[src/rtl/cascade_add_scheduler.sv]
// cascade_add_scheduler: round-robin shared two-pass three-operand adder with tagged response
module adder #(
  parameter int DATA_WIDTH = 32
) (
  input  logic [DATA_WIDTH-1:0] a,
  input  logic [DATA_WIDTH-1:0] b,
  output logic [DATA_WIDTH-1:0] s
);
  assign s = a + b;
endmodule

module cascade_add_scheduler #(
  parameter int DATA_WIDTH = 32
) (
  input  logic                  clock_in,
  input  logic                  reset_n_in,
  input  logic                  req0_valid_in,
  output logic                  req0_ready_out,
  input  logic [DATA_WIDTH-1:0] req0_a_in,
  input  logic [DATA_WIDTH-1:0] req0_b_in,
  input  logic [DATA_WIDTH-1:0] req0_c_in,
  input  logic                  req1_valid_in,
  output logic                  req1_ready_out,
  input  logic [DATA_WIDTH-1:0] req1_a_in,
  input  logic [DATA_WIDTH-1:0] req1_b_in,
  input  logic [DATA_WIDTH-1:0] req1_c_in,
  output logic                  rsp_valid_out,
  input  logic                  rsp_ready_in,
  output logic [DATA_WIDTH-1:0] rsp_sum_out,
  output logic                  rsp_id_out,
  output logic                  busy_out
);
  typedef enum logic [1:0] {IDLE, PASS1, PASS2, RESP} state_t;
  state_t state, state_nx;
  logic rr_ptr, id, rsp_valid, grant0, grant1, accept;
  logic [DATA_WIDTH-1:0] op_a, op_b, op_c, partial, sum, add_x, add_y, add_s;
  assign grant0 = req0_valid_in & (~req1_valid_in | ~rr_ptr);
  assign grant1 = req1_valid_in & (~req0_valid_in | rr_ptr);
  assign req0_ready_out = reset_n_in & (state == IDLE) & grant0;
  assign req1_ready_out = reset_n_in & (state == IDLE) & grant1;
  assign accept = req0_ready_out | req1_ready_out;
  assign add_x = (state == PASS2) ? partial : op_a;
  assign add_y = (state == PASS2) ? op_c : op_b;
  assign rsp_valid_out = rsp_valid;
  assign rsp_sum_out = sum;
  assign rsp_id_out = id;
  assign busy_out = state != IDLE;
  adder #(.DATA_WIDTH(DATA_WIDTH)) u_adder (.a(add_x), .b(add_y), .s(add_s));
  always_comb begin
    state_nx = state;
    case (state)
      IDLE:    state_nx = accept ? PASS1 : IDLE;
      PASS1:   state_nx = PASS2;
      PASS2:   state_nx = RESP;
      RESP:    state_nx = rsp_ready_in ? IDLE : RESP;
      default: state_nx = IDLE;
    endcase
  end
  always_ff @(posedge clock_in or negedge reset_n_in) begin
    if (!reset_n_in) state <= IDLE;
    else state <= state_nx;
  end
  always_ff @(posedge clock_in or negedge reset_n_in) begin
    if (!reset_n_in) begin
      rr_ptr    <= 1'b0;
      op_a      <= '0;
      op_b      <= '0;
      op_c      <= '0;
      partial   <= '0;
      sum       <= '0;
      id        <= 1'b0;
      rsp_valid <= 1'b0;
    end else begin
      if (accept) begin
        op_a   <= grant1 ? req1_a_in : req0_a_in;
        op_b   <= grant1 ? req1_b_in : req0_b_in;
        op_c   <= grant1 ? req1_c_in : req0_c_in;
        id     <= grant1;
        rr_ptr <= ~grant1;
      end
      if (state == PASS1) partial <= add_s;
      if (state == PASS2) begin
        sum       <= add_s;
        rsp_valid <= 1'b1;
      end
      if (state == RESP && rsp_ready_in) rsp_valid <= 1'b0;
    end
  end
endmodule

[config.mk]
export PLATFORM = sky130hd
export DESIGN_NAME = cascade_add_scheduler
export DESIGN_NICKNAME = d
export VERILOG_FILES = /design/src/rtl/cascade_add_scheduler.sv
export SDC_FILE = /design/constraint.sdc
export NUM_CORES = 1
export LEC_CHECK = 0
export ABC_CLOCK_PERIOD_IN_PS = 4400
export CORE_ASPECT_RATIO = 0.9
export CORE_MARGIN = 5
export CORE_UTILIZATION = 45
export DETAILED_ROUTE_END_ITERATION = 12
export PLACE_DENSITY_LB_ADDON = 0.1
export SLEW_MARGIN = 30
export SYNTH_ARGS = -nofsm -noshare
export SYNTH_HDL_FRONTEND = slang
export SYNTH_HIERARCHICAL = 1
export SYNTH_SLANG_ARGS = --single-unit
[constraint.sdc]
create_clock -name clock_in -period 4.4 [get_ports clock_in]
set_input_delay 0.66 -clock clock_in [delete_from_list [all_inputs] [get_ports clock_in]]
set_output_delay 0.66 -clock clock_in [all_outputs]
set_load 0.03 [all_outputs]
==> results.md, run 1 <==
* Detailed Routing Iterations Pass 1 at 5
* Data required time of the critical path at 4.70 ns
* Placed Cells at 1445
* Post-DP HPWL at 19.1 mm
* Routed via count at 7995
* Largest net degree at the start of global routing at 100
* CP Class: reg -> reg
* Num Clock Sinks at 165
* WL final at 26.6 mm
* Cell Rows at 51
* Max Cap Viol at 0
* Fmax at 247 MHz
* Sequential cell area at 0.00413 mm²
* Synthesized net count at 1215
* Synth area leaders: dfrtp_1, mux2_2, a21oi_1
* Design Power at 0.0124 W
* Root Buffer: clkbuf_16
* EDFF count, synth at 0
* Worst Setup Start Kind: register
* Resize count post-CTS at 0
* Yosys warns at 6
* First-pass GRT wire length at 43.2 mm
* IO buf count at 233
* Flop2flop setup slack at 0.36 ns
* Yosys top cell by area: dfrtp_1
* Sequential element share of the synthesized area at 42.2%
* Clock transition at path regs at 0.07 ns
* Synth Cell Area at 0.00979 mm²
* RSZ-0062 raised after global routing: no
* Final antenna diode count at 0
* Setup ws final at 0.355 ns
* Outcome: finished clean
* Hold buffers post-CTS at 0
* Average size of a mapped cell at 9.93 µm²
* Clock Skew at 0.00933 ns
* DR vias/cell at 5.42
* Final-layout fill cell count at 1900
* Worst R2R Start: state[1]
* Layout Cells excl Fill at 1476
* Footprint of the multi-input gates at 0.00494 mm²
* Setup TNS at 0 ns
* VDD IR max at 0.376 mV
* Period utilization at 91.9%
* Core box area at 0.0215 mm²
* Initial antenna violation count at 0
* Max Transition Viols Final at 0
* CTS tree: yes
* Area of the die at 0.0248 mm²
* Top_reg_cell synth: dfrtp_1
* Die Wd at 165 µm
* Drt initial violations at 420
* Worst min-delay path category: in -> async
* Asr flop ratio synth at 100%
* Minimum clock period at 4.04 ns
* CP arrival at 4.35 ns
* Vias in the first global route at 8061
* Number of setup buffers added after CTS at 0
* Hold Fails Final Rpt at 0
* Worst slew pin tran at 0.799 ns
* Gpl congestion at 0.869
* GRT Overall Usage at 21.7%
* Share of cells above drive strength 1 at 17.6%
* Mapped Cells at 986
* IO Pins at 234
* R2R depth at 13
* Power per Cell Area at 959 mW/mm²
* Most common library cells after synthesis: dfrtp_1, a21oi_1, mux2_2
* Final #Nets at 1402
* Initial Util at 45.5%
* Area Growth Syn to Fin at 31.7%
* Drt drc at 0
* Clock buffer depth at 2
* Worst slew margin at 46.7%
* Synth top area share at 42.2%
* Pre-CTS setup slack at 0.392 ns
* CP Capture Type: register
* Wirelength per Cell at 18.0 µm
* R2R Path End: rsp_sum_out[24]
* Final setup viols at 0
* Die Y at 150 µm
* GRT overflow at 0
* Most common cell in the synthesized netlist: dfrtp_1
* DRT antenna net count at 0
* Worst skew pair latency at 0.42 ns
* Leak Pwr at 5.29 nW
* Number of CTS-inserted buffers at 17
* Htree depth at 4
* Synth cell types at 55
* Critical-path maximum fanout at 41
* Min Hold Slack at 0.180 ns
* Flops & latches, synth at 165
[how the worst max path moves through the flow]
stage | startpoint | to | slack (ns) | cells after the start
after floorplan | state[1] | partial[30] | 0.80 | 15
after global placement | state[1] | partial[28] | 0.52 | 13
after detailed placement | state[1] | partial[28] | 0.39 | 13
after CTS | state[1] | partial[28] | 0.36 | 13
after global routing | state[1] | rsp_sum_out[24] | 0.06 | 13
final | state[1] | rsp_sum_out[24] | 0.36 | 13
[sequential cells by signal (all words and copies together) (netlist names)]
| register | flops |
|---|---|
| op_c | 32 |
| rsp_sum_out | 32 |
| rsp_valid_out | 1 |
| op_a | 32 |
| rsp_id_out | 1 |
| state | 2 |
| partial | 32 |
| rr_ptr | 1 |
| op_b | 32 |
[metal layers]
metal	part of all wire (%)	up-vias	routed length (µm)	track usage (%)
li1	-	3918	-	-
met1	47	3862	12400	30.7
met2	46	200	12200	33.7
met3	6.6	15	1750	5.98
met4	0.90	0	239	4.25
met5	0	-	0	0
[power by group]
group | leakage [nW] | total, W | internal [W] | switching (W)
Sequential | 1.88 | 0.00286 | 0.00235 | 0.000503
Combinational | 3.13 | 0.00801 | 0.00379 | 0.00422
Clock | 0.282 | 0.00149 | 0.000858 | 0.000635
[cell type report]
cell class,instances,share of cell area (%)
Timing Repair Buffer,243,19.2
Clock inverter,13,1.15
Multi-Input combinational cell,643,38.3
Inverter,103,3.00
Sequential cell,165,32.0
Clock buffer,18,3.41
Tap cell,291,2.83
[metrics by stage]
step | util (%) | cell area, µm²
CTS | 59.9 | 12900
global placement | 56.9 | 12200
finish | 59.9 | 12900
global route | 59.9 | 12900
detailed placement | 57.2 | 12300
floorplan | - | 9790
[cells by family (layout without fill, tap and decap cells)]
kind of cell,Yosys count,count (layout),synth area share (%)
AND/OR/NAND/NOR,162,162,8.46
adder cells (fa/ha/maj),32,32,4.17
buffers and inverters,178,377,7.81
multiplexers,129,129,14.8
XOR/XNOR,29,29,2.60
flip-flops,165,165,42.2
AO/OA/AOI/OAI,291,291,19.9
[placed cells by master, fill, tap and decap left out, types with 3 or more instances in the layout]
| cell type | instances |
|---|---|
| a211oi_2 | 20 |
| ha_1 | 31 |
| a21o_1 | 14 |
| inv_1 | 103 |
| o21bai_1 | 3 |
| nand3_1 | 7 |
| o21a_1 | 4 |
| buf_6 | 5 |
| clkinvlp_4 | 3 |
| nor2_1 | 10 |
| a211oi_1 | 79 |
| dfrtp_1 | 165 |
| a31oi_1 | 3 |
| clkdlybuf4s50_1 | 231 |
| buf_4 | 3 |
| o21ai_0 | 16 |
| xor2_1 | 9 |
| mux2_2 | 127 |
| nand2b_1 | 5 |
| nor3_1 | 98 |
| o21ai_1 | 3 |
| nand2_1 | 17 |
| inv_6 | 4 |
| xnor2_1 | 20 |
| clkbuf_16 | 17 |
| a21oi_1 | 130 |
| nand4_1 | 5 |
| buf_12 | 3 |
[worst max-delay path: stages (launching register included)]
cell and delay (ns):
dfrtp_1 0.52, nor2b_4 0.37, buf_12 0.27, mux2_2 0.38
ha_1 0.40, and3_1 0.21, a221oi_2 0.09, a221o_2 0.46
o2111ai_2 0.19, o211ai_2 0.18, o31ai_2 0.28, a21oi_1 0.13
xnor2_1 0.15, mux2_2 0.27
Power figures use the tool's default switching activity.
==> run 2: changes to the inputs <==
CELL_PAD_IN_SITES_DETAIL_PLACEMENT = 0   (was unset)
CELL_PAD_IN_SITES_GLOBAL_PLACEMENT = 1   (was unset)
CORE_UTILIZATION = 39   (was 45)
==> run 2 against run 1 <==
Final area increased by 0.87%. Register-to-register slack is essentially flat. First-iteration DRC count shrank 20%. Total power rose by 0.53%. Fmax about the same. Clock power up 3%. Core utilization decreased by 7.7 points. Wire length up 3.3%. Sequential power about the same. Critical endpoint is now rsp_sum_out[18].
==> results.md, run 2 (same netlist as run 1, synthesis figures left out) <==
* Switching share of power at 44.0% (+0.61 points)
* Minimum clock period at 4.04 ns (-0.00186 ns)
* Htree depth at 4 (unchanged)
* Cell Rows at 55 (+7.8%)
* VDD IR max at 0.364 mV (-3.3%)
* Clock buffer depth at 2 (unchanged)
* Data required time of the critical path at 4.72 ns (+0.02 ns)
* Leak Pwr at 5.32 nW (+0.57%)
* DRT antenna net count at 0 (unchanged)
* Net Sw Power at 0.00546 W (+1.9%)
* Worst Setup Start Kind: register
* RSZ-0062 raised after global routing: no
* Detailed Routing Iterations Pass 1 at 4 (-1)
* Placed cell areas at 0.0124 mm² (+0.70%)
* Final setup viols at 0 (unchanged)
* Clock Skew at 0.0142 ns (+0.00484 ns)
* Vias in the first global route at 8168 (+1.3%)
* Footprint of the multi-input gates at 0.00494 mm² (unchanged)
* Final #Nets at 1407 (+0.36%)
* IO buf count at 233 (unchanged)
* Routed via count at 7910 (-1.1%)
* Num Clock Sinks at 165 (unchanged)
* Setup TNS at 0 ns (unchanged)
* Placed Cells at 1501 (+3.9%)
* Root Buffer: clkbuf_16
* IO Pins at 234 (unchanged)
* Hold Fails Final Rpt at 0 (unchanged)
* Pre-CTS setup slack at 0.412 ns (+0.0201 ns)
* CP Class: reg -> reg
* Power per Cell Area at 956 mW/mm² (-0.35%)
* Gpl congestion at 0.799 (-8.1%)
* Wirelength per Cell at 17.9 µm (-0.57%)
* Period utilization at 91.9% (about the same)
* Fmax at 247 MHz (about the same)
* Critical-path cell list: nor2b_4 > buf_12 > mux2_2 > fa_1 > a21o_1 > a221oi_2 > a221o_2 > o21ai_1 > a21boi_1 > o21ai_1 > a21oi_1 > xnor2_1 > mux2_2
* Outcome: finished clean
* Initial Util at 39.3% (-6.2 points)
* Worst slew pin tran at 0.690 ns (-0.109 ns)
* First-pass GRT wire length at 44.7 mm (+3.4%)
* Hold buffers post-CTS at 0 (unchanged)
* Core box area at 0.0249 mm² (+16%)
* Number of CTS-inserted buffers at 17 (unchanged)
* Sequential cell area at 0.00413 mm² (unchanged)
* Fin area at 0.0130 mm² (+0.87%)
* WL final at 27.4 mm (+3.3%)
* Worst slew margin at 54.0% (+7.2 points)
* Number of setup buffers added after CTS at 0 (unchanged)
* Min Hold Slack at 0.163 ns (-0.0169 ns)
* Cell Int Power at 0.00697 W (-0.56%)
* Setup ws final at 0.357 ns (+0.00186 ns)
* CP arrival at 4.36 ns (about the same)
* Worst min-delay path category: in -> async
* Max Transition Viols Final at 0 (unchanged)
* Layout Cells excl Fill at 1533 (+3.9%)
* GRT Overall Usage at 19.5% (-2.2 points)
* Critical-path maximum fanout at 41 (unchanged)
* Area of the die at 0.0284 mm² (+14%)
* Initial antenna violation count at 0 (unchanged)
* Final-layout fill cell count at 2345 (+23%)
* Die Wd at 177 µm (+7.0%)
* Drt initial violations at 338 (-20%)
* Slowest cell on crit path: dfrtp_1
* Post-DP HPWL at 20.2 mm (+6.1%)
* Drt drc at 0 (unchanged)
* Commonest non-fill, non-tap cell in the layout: clkdlybuf4s50_1
* Clk pwr share at 12.4% (+0.3 points)
* Worst skew pair latency at 0.43 ns (about the same)
* Logic gate share of total power at 64.6% (-0.2 points)
* Max Cap Viol at 0 (unchanged)
* Area Growth Syn to Fin at 32.8%
* CP peak stage delay at 0.52 ns (about the same)
* Share of cells above drive strength 1 at 17.9% (+0.33 points)
* Final antenna diode count at 0 (unchanged)
* Commonest non-fill, non-tap cells in the layout: clkdlybuf4s50_1, dfrtp_1, a21oi_1
* GRT overflow at 0 (unchanged)
* CP Capture Type: register
* Die Y at 160 µm (+6.9%)
* Largest net degree at the start of global routing at 69 (-31%)
* CTS tree: yes
* DR vias/cell at 5.16 (-4.7%)
* Seq pwr share at 23.0% (about the same)
* Resize count post-CTS at 0 (unchanged)
* Clock transition at path regs at 0.07 ns (about the same)
==> run 2: changes by cell type in the layout (fill, tap and decap cells not counted), moves of 3 or more <==
| cell | before | now |
|---|---|---|
| buf_4 | 3 | 11 |
| buf_6 | 5 | 1 |
| clkinv_8 | 0 | 4 |
| inv_8 | 1 | 4 |
==> run 2: power groups by stage <==
stage          logic, W  clock network [W]  registers [W]
2_1_floorplan   0.00581                  0        0.00298
3_3_place_gp    0.00797                  0        0.00288
3_5_place_dp    0.00804                  0        0.00288
4_1_cts         0.00811            0.00158        0.00286
5_1_grt         0.00890            0.00165        0.00295
6_report        0.00803            0.00154        0.00286
==> run 2: final cells by class <==
type	instances	share of cell area (%)
Clock inverter	15	1.47
Timing Repair Buffer	248	19.2
Inverter	103	2.97
Tap cell	342	3.29
Multi-Input combinational cell	643	38.0
Sequential cell	165	31.8
Clock buffer	17	3.27
==> run 2: worst max-delay path: cells and delay by family (launching register included) <==
family | cells | cell delay, ns
flops | 1 | 0.52
buf+inv | 1 | 0.27
fa+ha+maj | 1 | 0.46
xor+xnor | 1 | 0.10
compound gates | 7 | 1.60
mux | 2 | 0.67
simple gates | 1 | 0.31
==> run 2: metrics by stage <==
stage | total power (W) | utilization [%]
after floorplan | 0.00879 | -
after global placement | 0.0109 | 49.6
after detailed placement | 0.0109 | 49.7
after CTS | 0.0125 | 52.2
after global routing | 0.0135 | 52.2
final | 0.0124 | 52.2
==> run 2: worst paths after layout <==
path,from,depth (start not counted),end,slack [ns]
max,state[1],13,rsp_sum_out[18],0.36
min reg2reg,rsp_id_out,1,rsp_id_out,0.49
min in group clock_in,rsp_id_out,1,rsp_id_out,0.49
max reg2reg,state[1],13,rsp_sum_out[18],0.36
min,reset_n_in,1,rsp_id_out,0.16
max in group asynchronous,reset_n_in,2,op_b[0],3.19
==> run 2: layer usage <==
layer  track usage, %  up-vias  routed length, µm
met1             27.7     3814              13400
met4             3.80        0                251
met5                0        -                  0
met2             30.5      160              12400
li1                 -     3920                  -
met3             5.02       16               1430
==> run 3: changes to the inputs <==
CTS_CLUSTER_DIAMETER = 50   (was unset)
==> results of run 3 <==
Final layout, timing and power as in run 2 (identical DEF).
